===== src/rtl/cpu_bus_pkg.sv =====
// cpu_bus_pkg: shared bus FSM states, owner encoding and port field constants
// Used by mem_bus_arbiter, the fetch/execute stages and the memory/IO export block.
package cpu_bus_pkg;
  typedef enum logic [1:0] {IDLE, ISSUE, WAIT, DONE} bus_state_t;
  typedef enum logic {OWN_IF = 1'b0, OWN_LS = 1'b1} owner_t;
  localparam logic RW_READ   = 1'b0;
  localparam logic RW_WRITE  = 1'b1;
  localparam logic MEMIO_MEM = 1'b0;
  localparam logic MEMIO_IO  = 1'b1;
endpackage


===== src/rtl/rr_arbiter2.sv =====
// rr_arbiter2: combinational two-way round-robin pick between fetch (a) and load/store (b)
// Ports: i_req_a/i_req_b requests, i_last_owner last served owner,
//        o_grant any request present, o_owner chosen owner.
module rr_arbiter2
  import cpu_bus_pkg::*;
(
  input  logic   i_req_a,
  input  logic   i_req_b,
  input  owner_t i_last_owner,
  output logic   o_grant,
  output owner_t o_owner
);
  assign o_grant = i_req_a | i_req_b;
  // On a tie the side not served last wins, so neither requester starves.
  assign o_owner = (i_req_a & i_req_b) ? ((i_last_owner == OWN_LS) ? OWN_IF : OWN_LS)
                                       : (i_req_b ? OWN_LS : OWN_IF);
endmodule


===== src/rtl/mem_bus_arbiter.sv =====
// mem_bus_arbiter: sequences the shared memory/IO port between fetch and load/store
// Ports: clk/rst_n (async active-low); if_req/if_addr -> if_ack/if_rdata fetch side;
//        ls_req/ls_we/ls_io/ls_addr/ls_wdata -> ls_ack/ls_rdata load/store side;
//        mem_en/mem_rw/mem_memio/mem_addr/mem_wdata/mem_rdata shared port; bus_busy.
module mem_bus_arbiter
  import cpu_bus_pkg::*;
#(
  parameter int MEM_LAT = 1
) (
  input  logic        clk,
  input  logic        rst_n,
  input  logic        if_req,
  input  logic [15:0] if_addr,
  output logic        if_ack,
  output logic [15:0] if_rdata,
  input  logic        ls_req,
  input  logic        ls_we,
  input  logic        ls_io,
  input  logic [15:0] ls_addr,
  input  logic [15:0] ls_wdata,
  output logic        ls_ack,
  output logic [15:0] ls_rdata,
  output logic        mem_en,
  output logic        mem_rw,
  output logic        mem_memio,
  output logic [15:0] mem_addr,
  output logic [15:0] mem_wdata,
  input  logic [15:0] mem_rdata,
  output logic        bus_busy
);
  // WAIT lasts MEM_LAT-1 cycles, so the counter starts at MEM_LAT-2 and exits at zero.
  localparam logic [1:0] LAT_CNT = 2'(MEM_LAT > 1 ? MEM_LAT - 2 : 0);
  bus_state_t r_state, w_next;
  owner_t     r_owner, r_last_owner, w_pick;
  logic       w_grant, w_capture;
  logic [1:0] r_cnt;
  rr_arbiter2 u_rr (
    .i_req_a      (if_req),
    .i_req_b      (ls_req),
    .i_last_owner (r_last_owner),
    .o_grant      (w_grant),
    .o_owner      (w_pick)
  );
  always_ff @(posedge clk or negedge rst_n)
    if (!rst_n) r_state <= IDLE;
    else r_state <= w_next;
  // w_capture marks the cycle whose closing edge samples mem_rdata.
  always_comb begin
    w_next = r_state;
    w_capture = 1'b0;
    case (r_state)
      IDLE:  if (w_grant) w_next = ISSUE;
      ISSUE: begin
        w_next = (MEM_LAT > 1) ? WAIT : DONE;
        w_capture = (MEM_LAT == 1);
      end
      WAIT:  if (r_cnt == '0) begin
        w_next = DONE;
        w_capture = 1'b1;
      end
      DONE:  w_next = IDLE;
      default: w_next = IDLE;
    endcase
  end
  assign mem_en   = r_state == ISSUE;
  assign bus_busy = r_state != IDLE;
  assign if_ack   = r_state == DONE && r_owner == OWN_IF;
  assign ls_ack   = r_state == DONE && r_owner == OWN_LS;
  always_ff @(posedge clk or negedge rst_n)
    if (!rst_n) begin
      r_owner      <= OWN_IF;
      r_last_owner <= OWN_LS;
      r_cnt        <= '0;
      mem_rw       <= RW_READ;
      mem_memio    <= MEMIO_MEM;
      mem_addr     <= '0;
      mem_wdata    <= '0;
      if_rdata     <= '0;
      ls_rdata     <= '0;
    end else begin
      if (r_state == IDLE && w_grant) begin
        r_owner   <= w_pick;
        mem_rw    <= (w_pick == OWN_LS) ? ls_we : RW_READ;
        mem_memio <= (w_pick == OWN_LS) ? ls_io : MEMIO_MEM;
        mem_addr  <= (w_pick == OWN_LS) ? ls_addr : if_addr;
        mem_wdata <= (w_pick == OWN_LS) ? ls_wdata : '0;
      end
      if (r_state == ISSUE) r_cnt <= LAT_CNT;
      else if (r_state == WAIT && r_cnt != '0) r_cnt <= r_cnt - 2'd1;
      if (w_capture && r_owner == OWN_IF) if_rdata <= mem_rdata;
      if (w_capture && r_owner == OWN_LS && mem_rw == RW_READ) ls_rdata <= mem_rdata;
      if (r_state == DONE) r_last_owner <= r_owner;
    end
endmodule

===== config.mk =====
export PLATFORM = sky130hd
export DESIGN_NAME = mem_bus_arbiter
export DESIGN_NICKNAME = d
export VERILOG_FILES = /design/src/rtl/cpu_bus_pkg.sv /design/src/rtl/rr_arbiter2.sv /design/src/rtl/mem_bus_arbiter.sv
export SDC_FILE = /design/constraint.sdc
export NUM_CORES = 1
export LEC_CHECK = 0
export ABC_AREA = 1
export ABC_CLOCK_PERIOD_IN_PS = 2500
export CAP_MARGIN = 30
export CELL_PAD_IN_SITES_DETAIL_PLACEMENT = 1
export CELL_PAD_IN_SITES_GLOBAL_PLACEMENT = 2
export CORE_MARGIN = 10
export CORE_UTILIZATION = 25
export CTS_CLUSTER_SIZE = 12
export DETAILED_ROUTE_END_ITERATION = 12
export MAX_ROUTING_LAYER = met4
export PLACE_DENSITY = 0.91
export SLEW_MARGIN = 20
export SYNTH_ARGS = -nofsm -noshare
export SYNTH_HDL_FRONTEND = slang
export SYNTH_HIERARCHICAL = 1
export SYNTH_SLANG_ARGS = --single-unit
export TNS_END_PERCENT = 1

===== constraint.sdc =====
create_clock -name clk -period 2.5 [get_ports clk]
set_clock_uncertainty 0.05 [all_clocks]
set_input_delay 0.5 -clock clk [delete_from_list [all_inputs] [get_ports clk]]
set_output_delay 0.5 -clock clk [all_outputs]
set_load 0.02 [all_outputs]

==> results of run 1 <==
==> power by group <==
| part | switching [mW] | internal, mW | leakage [nW] |
|---|---|---|---|
| sequential | 0.362 | 1.77 | 0.878 |
| clock | 0.535 | 0.783 | 0.143 |
| combinational | 2.18 | 1.53 | 1.20 |
| total | 3.07 | 4.08 | 2.22 |
==> per-stage QoR <==
step | power, mW | area, um^2 | util | instances | hold slack (ns)
5_1_grt | 7.70 | 4990 | 0.412 | 661 | 0.103
6_report | 7.16 | 4990 | 0.412 | 661 | 0.0807
3_3_place_gp | 5.80 | 4680 | 0.387 | 645 | 0.405
2_1_floorplan | 4.13 | 3130 | - | 353 | 0.154
4_1_cts | 7.30 | 4990 | 0.412 | 661 | 0.0877
3_5_place_dp | 5.92 | 4680 | 0.387 | 645 | 0.411
==> critical path: cells and delay by family (launching register included) <==
family,cells,cell delay [ns]
adder cells (fa/ha/maj),1,0.23
flip-flops,1,0.41
buffers and inverters,3,0.77
==> worst max-delay path by stage <==
| stage | start | endpoint | slack [ns] | cells past startpoint |
|---|---|---|---|---|
| floorplan | r_state[1] | if_rdata[10] | 0.95 | 8 |
| CTS | r_state[0] | bus_busy | 0.17 | 4 |
| detailed placement | ls_req | mem_addr[6] | 0.19 | 6 |
| finish | r_state[0] | bus_busy | 0.21 | 4 |
| global route | r_state[0] | bus_busy | 0.10 | 4 |
| global placement | ls_req | mem_addr[6] | 0.34 | 6 |
==> layer usage <==
| layer | vias to the layer above | track usage |
|---|---|---|
| li1 | 1438 | - |
| met1 | 1419 | 0.149 |
| met2 | 90 | 0.211 |
| met3 | 4 | 0.0518 |
| met4 | 0 | 0.0321 |
| met5 | - | - |
==> final cells by class <==
cell class | count | area (um^2)
clock buffer | 9 | 225
clock inverter | 7 | 80.1
fill | 1444 | 7120
inverter | 14 | 52.6
multi-input combinational | 245 | 1160
sequential | 72 | 1800
tap | 168 | 210
timing repair buffer | 146 | 1450
==> flip-flops by register name (all words and copies together), names as in the netlist <==
signal / cells
r_last_owner: 1
r_owner: 1
r_cnt: 2
if_rdata: 16
r_state: 2
mem_addr: 16
ls_rdata: 16
mem_rw: 1
mem_memio: 1
mem_wdata: 16
==> logic make-up after synthesis <==
kind of cell	synth area share
adder cells (fa/ha/maj)	0.0200
AO/OA/AOI/OAI	0.0913
flip-flops	0.577
AND/OR/NAND/NOR	0.260
buffers and inverters	0.0520
==> synthesized netlist by cell type <==
library cell               number  area, um^2
sky130_fd_sc_hd__nand3_4        1        17.5
sky130_fd_sc_hd__dfstp_2        1        26.3
sky130_fd_sc_hd__o21ai_0       24         120
sky130_fd_sc_hd__buf_6          1        11.3
sky130_fd_sc_hd__nand2_1      126         473
sky130_fd_sc_hd__ha_1           5        62.6
sky130_fd_sc_hd__inv_2          2        7.51
sky130_fd_sc_hd__inv_1         11        41.3
sky130_fd_sc_hd__buf_4          2        15.0
sky130_fd_sc_hd__a21oi_1       33         165
sky130_fd_sc_hd__buf_1          1        3.75
sky130_fd_sc_hd__clkbuf_1       8        30.0
sky130_fd_sc_hd__nor2_8         1        20.0
sky130_fd_sc_hd__buf_2         10        50.1
sky130_fd_sc_hd__or2_1          1        6.26
sky130_fd_sc_hd__clkinv_1       1        3.75
sky130_fd_sc_hd__dfrtp_1       71        1780
sky130_fd_sc_hd__nand3_1        1        5.00
sky130_fd_sc_hd__nand2_2        2        12.5
sky130_fd_sc_hd__nand3_2        1        10.0
sky130_fd_sc_hd__nor2_1        18        67.6
sky130_fd_sc_hd__nand4_1       32         200
==> layout by cell type, fill, tap and decap left out, types with 2 or more instances in the layout <==
cell type	instances
sky130_fd_sc_hd__clkdlybuf4s50_1	138
sky130_fd_sc_hd__nand2_1	126
sky130_fd_sc_hd__o21ai_0	24
sky130_fd_sc_hd__inv_6	2
sky130_fd_sc_hd__nand4_1	32
sky130_fd_sc_hd__inv_1	11
sky130_fd_sc_hd__a21oi_1	32
sky130_fd_sc_hd__nor2_1	18
sky130_fd_sc_hd__clkinvlp_4	2
sky130_fd_sc_hd__ha_1	5
sky130_fd_sc_hd__nand2_2	2
sky130_fd_sc_hd__buf_4	7
sky130_fd_sc_hd__inv_2	2
sky130_fd_sc_hd__clkbuf_16	9
sky130_fd_sc_hd__clkinv_4	2
sky130_fd_sc_hd__dfrtp_1	71
==> metrics.log, run 1 <==
[metrics] DP Wirelength: 8.36 mm
[metrics] largest net degree at the start of global routing: 39
[metrics] sequence of cells on the critical path: inv_1 > ha_1 > inv_1 > clkdlybuf4s50_1
[metrics] number of max-slew violations in the final report: 0
[metrics] maximum fanout along the worst path: 4
[metrics] Finish-stage setup viols: 0
[metrics] worst relative slew slack: 0.621
[metrics] synthesized instance count: 353
[metrics] slack of the worst reg-to-reg path: 0.72 ns
[metrics] pin slew with the least headroom to its limit: 0.566 ns
[metrics] Setup WS post-layout: 0.212 ns
[metrics] Final min period: 2.29 ns
[metrics] endpoint required time on the critical path: 1.95 ns
[metrics] met1 layer wirelength in the final routing: 5.01 mm
[metrics] via count of the first global-routing pass: 3344
[metrics] length of routed met3 wiring: 742 um
[metrics] clock insertion delay at the later pin of the skew report: 0.32 ns
[metrics] global-route total usage across every layer: 0.131
[metrics] total gr overflow: 0
[metrics] highest layer used for signal routing: met4
[metrics] worst reg2reg path endpoint: ls_rdata[15]
[metrics] Setup crit end kind: primary output
[metrics] IO Port Bufs: 139
[metrics] number of distinct library cell variants in the gate-level netlist after synthesis: 22
[metrics] sequential share of the synthesized area: 0.577
[metrics] Worst path max stage delay: 0.61 ns
[metrics] run status: completed
[metrics] wire length of the first global-routing pass: 17.9 mm
[metrics] origin of the critical flop-to-flop path: r_state[1]
[metrics] post-synthesis register bit count: 72
[metrics] count of cells along the worst register-to-register path: 8
[metrics] nets in the synthesized netlist: 428
[metrics] ANT cells: 0
[metrics] average routed wire per standard cell: 16.8 um
[metrics] Clock transition at path regs: 0.06 ns
[metrics] DP Worst Slack: 0.189 ns
[metrics] area growth from synthesis to layout: 59.6%
[metrics] layout cell share with drive strength beyond 1: 0.0669
[metrics] mean cell area of the mapped netlist: 8.85 um^2
[metrics] number of iterations in the first detailed-routing pass: 6
[metrics] launching element type of the critical path: register
[metrics] buffer levels on the longest clock path: 2
[metrics] final hold violation count: 0
[metrics] number of vias after detailed routing: 2951
[metrics] setup total negative slack: 0 ns
[metrics] maximum operating frequency: 437 MHz
[metrics] number of vias per cell after detailed routing: 4.46
[metrics] cells resized by post-CTS repair: 0
[metrics] die outline width: 132 um
[metrics] drc violations: 0
[metrics] total of hold buffers inserted after clock tree synthesis: 0
[metrics] antenna violations before repair: 0
[metrics] height of the chip: 132 um
[metrics] CP max stage cell: sky130_fd_sc_hd__clkdlybuf4s50_1
[metrics] number of nets in the finished design: 563
[metrics] number of synthesis warnings: 6
[metrics] Root Buffer: sky130_fd_sc_hd__clkbuf_16
[metrics] antenna-violating nets left: 0
[metrics] Peak VDD IR: 0.550 mV
[metrics] DR iter-0 viols: 115
[metrics] clock tree from TritonCTS: yes
[metrics] Routed WL: 11.1 mm
[metrics] class of the worst hold path: in2async
[metrics] Inserted Clock Buffers: 9
[metrics] arrival time of the worst setup path: 1.74 ns
[metrics] H-Tree Depth: 3
[metrics] weighted congestion reported at the end of routability-driven placement: 0.749
[metrics] max-cap viol count: 0
[metrics] period utilisation layout: 0.915
[metrics] unrepaired setup endpoints after global routing: false
[metrics] cell area after technology mapping: 0.00313 mm^2
[metrics] DR WL met2: 5.33 mm
[metrics] area of the die: 0.0174 mm^2
[metrics] number of clock sinks seen by CTS: 72
[metrics] number of rows in the core area: 40
[metrics] ratio of total power to cell area: 1430 mW/mm^2
[metrics] classification of the worst setup path: reg2out
[metrics] total leakage power: 2.22 nW
[metrics] number of setup buffers added after CTS: 0
[metrics] core outline area: 0.0121 mm^2
[metrics] library cell appearing most often on the critical path: sky130_fd_sc_hd__inv_1
[metrics] Initial Utilization: 0.258
[metrics] Top-Level Pins: 140
No activity file was read; power rests on OpenSTA's default activity.
==> inputs of run 2 (changes only) <==
- ABC_CLOCK_PERIOD_IN_PS: 2500 -> 1900
- CORE_UTILIZATION: 25 -> 21
- PLACE_DENSITY: 0.91 -> 0.82
- clock period: 2.5 -> 1.9 ns (I/O delays scaled with it)
==> metrics.log, run 2 (synthesized netlist as in run 1, its figures left out) <==
[metrics] hold path startpoint: ls_rdata[6]
[metrics] core outline area: 0.0145 mm^2 (+20%)
[metrics] endpoint required time on the critical path: 1.47 ns (-0.48 ns)
[metrics] total gr overflow: 0 (unchanged)
[metrics] max-cap viol count: 0 (unchanged)
[metrics] maximum operating frequency: 548 MHz
[metrics] number of nets in the finished design: 568 (+0.89%)
[metrics] antenna violations before repair: 0 (unchanged)
[metrics] launching element type of the critical path: register
[metrics] unrepaired setup endpoints after global routing: true
[metrics] Finish-stage setup viols: 0 (unchanged)
[metrics] area of the die: 0.0202 mm^2 (+16%)
[metrics] antenna-violating nets left: 0 (unchanged)
[metrics] Top-Level Pins: 140 (unchanged)
[metrics] drc violations: 0 (unchanged)
[metrics] DR iter-0 viols: 170 (+48%)
[metrics] clock tree from TritonCTS: yes
[metrics] period utilisation layout: 0.961
[metrics] Initial Utilization: 0.215 (-0.0430)
[metrics] maximum fanout along the worst path: 4 (unchanged)
[metrics] arrival time of the worst setup path: 1.40 ns (-0.34 ns)
[metrics] weighted congestion reported at the end of routability-driven placement: 0.799 (+6.6%)
[metrics] via count of the first global-routing pass: 3382 (+1.1%)
[metrics] top library cells by usage in the layout, fill and taps aside: sky130_fd_sc_hd__clkdlybuf4s50_1 (133), sky130_fd_sc_hd__nand2_1 (126), sky130_fd_sc_hd__dfrtp_1 (71), sky130_fd_sc_hd__a21oi_1 (32), sky130_fd_sc_hd__nand4_1 (32)
[metrics] Inserted Clock Buffers: 9 (unchanged)
[metrics] height of the chip: 142 um (+7.7%)
[metrics] slack of the worst reg-to-reg path: 0.23 ns (-0.49 ns)
[metrics] most frequent standard cell in the layout excluding fill and tap cells: sky130_fd_sc_hd__clkdlybuf4s50_1
[metrics] die outline width: 142 um (+7.7%)
[metrics] Clock transition at path regs: 0.06 ns (about the same)
[metrics] H-Tree Depth: 3 (unchanged)
[metrics] worst reg2reg path endpoint: if_rdata[5]
[metrics] Root Buffer: sky130_fd_sc_hd__clkbuf_16
[metrics] Final min period: 1.83 ns
[metrics] ratio of total power to cell area: 1890 mW/mm^2 (+32%)
[metrics] area growth from synthesis to layout: 62.2%
[metrics] largest net degree at the start of global routing: 35 (-10%)
[metrics] global-route total usage across every layer: 0.121 (-0.00999)
[metrics] clock insertion delay at the later pin of the skew report: 0.34 ns (+0.02 ns)
[metrics] Routed WL: 11.7 mm (+5.2%)
[metrics] buffer levels on the longest clock path: 2 (unchanged)
[metrics] number of max-slew violations in the final report: 0 (unchanged)
[metrics] Setup WS post-layout: 0.0744 ns (-0.138 ns)
[metrics] count of cells along the worst register-to-register path: 5 (-3)
[metrics] wire length of the first global-routing pass: 18.8 mm (+4.9%)
[metrics] number of iterations in the first detailed-routing pass: 4 (-2)
[metrics] Worst Hold Path EP: ls_rdata[6]
[metrics] total leakage power: 2.27 nW (+2.1%)
[metrics] class of the worst hold path: reg2reg
[metrics] final hold violation count: 0 (unchanged)
[metrics] Peak VDD IR: 0.663 mV (+21%)
[metrics] worst relative slew slack: 0.626 (+0.00502)
[metrics] ANT cells: 0 (unchanged)
[metrics] Setup crit end kind: primary output
[metrics] classification of the worst setup path: reg2out
[metrics] average routed wire per standard cell: 17.2 um (+1.9%)
[metrics] origin of the critical flop-to-flop path: r_state[1]
[metrics] run status: completed
[metrics] number of vias per cell after detailed routing: 4.38 (-1.8%)
[metrics] number of clock sinks seen by CTS: 72 (unchanged)
[metrics] pin slew with the least headroom to its limit: 0.561 ns (-0.00466 ns)
[metrics] IO Port Bufs: 139 (unchanged)
[metrics] Post-Route Utilization: 0.349 (-0.0631)
[metrics] DP Wirelength: 8.88 mm (+6.2%)
[metrics] layout cell share with drive strength beyond 1: 0.0803 (+0.0134)
[metrics] number of rows in the core area: 44 (+10%)
[metrics] WHS Path Cells: 2
[metrics] number of vias after detailed routing: 2989 (+1.3%)
[metrics] DP Worst Slack: -0.0513 ns (-0.240 ns)
==> run 2: how the worst max path moves through the flow <==
stage	slack (ns)	to	cells after the start	start
4_1_cts	0.003	ls_ack	4	r_state[0]
3_3_place_gp	-0.001	mem_addr[11]	6	if_req
6_report	0.07	mem_en	3	r_state[1]
5_1_grt	-0.02	mem_en	3	r_state[1]
3_5_place_dp	-0.05	mem_addr[12]	6	if_req
2_1_floorplan	0.35	if_rdata[10]	8	r_state[1]
==> run 2: worst max-delay path: stages (launching register included) <==
cell	delay, ns
sky130_fd_sc_hd__dfrtp_1	0.42
sky130_fd_sc_hd__inv_1	0.11
sky130_fd_sc_hd__ha_1	0.21
sky130_fd_sc_hd__clkdlybuf4s15_1	0.33
==> run 2: layer usage <==
| layer | share of wire | global-route usage |
|---|---|---|
| met3 | 0.070 | 0.0464 |
| met5 | 0 | - |
| met2 | 0.47 | 0.189 |
| met1 | 0.44 | 0.139 |
| met4 | 0.015 | 0.0398 |
==> run 2: through the flow <==
stage / power [mW] / TNS (ns) / hold WS [ns] / instance area [um^2] / std cells
floorplan: 5.44 / 0 / 0.0344 / 3130 / 353
global placement: 7.77 / -0.00118 / 0.300 / 4760 / 665
detailed placement: 7.95 / -0.330 / 0.307 / 4760 / 665
CTS: 9.77 / 0 / 0.424 / 5080 / 682
global route: 10.3 / -0.0154 / 0.438 / 5070 / 682
finish: 9.59 / 0 / 0.420 / 5070 / 682
==> run 2: power breakdown <==
| group | internal [mW] | switching (mW) | total (mW) | leakage, nW |
|---|---|---|---|---|
| Sequential | 2.33 | 0.514 | 2.84 | 0.878 |
| Combinational | 2.06 | 2.90 | 4.95 | 1.24 |
| Clock | 1.10 | 0.696 | 1.79 | 0.152 |
==> run 2: timing repair <==
| action | 4_1_cts | 5_1_grt |
|---|---|---|
| hold buffers | 1 | 0 |
| endpoints found under the hold margin | 28 | 0 |
| endpoints found under the setup margin | 5 | 4 |
| cloned | 0 | 0 |
| gates resized for setup | 9 | 4 |
| setup buffers | 0 | 0 |
==> run 2: area by class of cell <==
class                   instances  area (um^2)
fillers                      1726         9470
flip-flops and latches         72         1800
repair buffers                151         1500
multi-input cells             245         1160
clock buffers                  11          253
well taps                     184          230
clock inverters                 5         63.8
inverters                      14         52.6
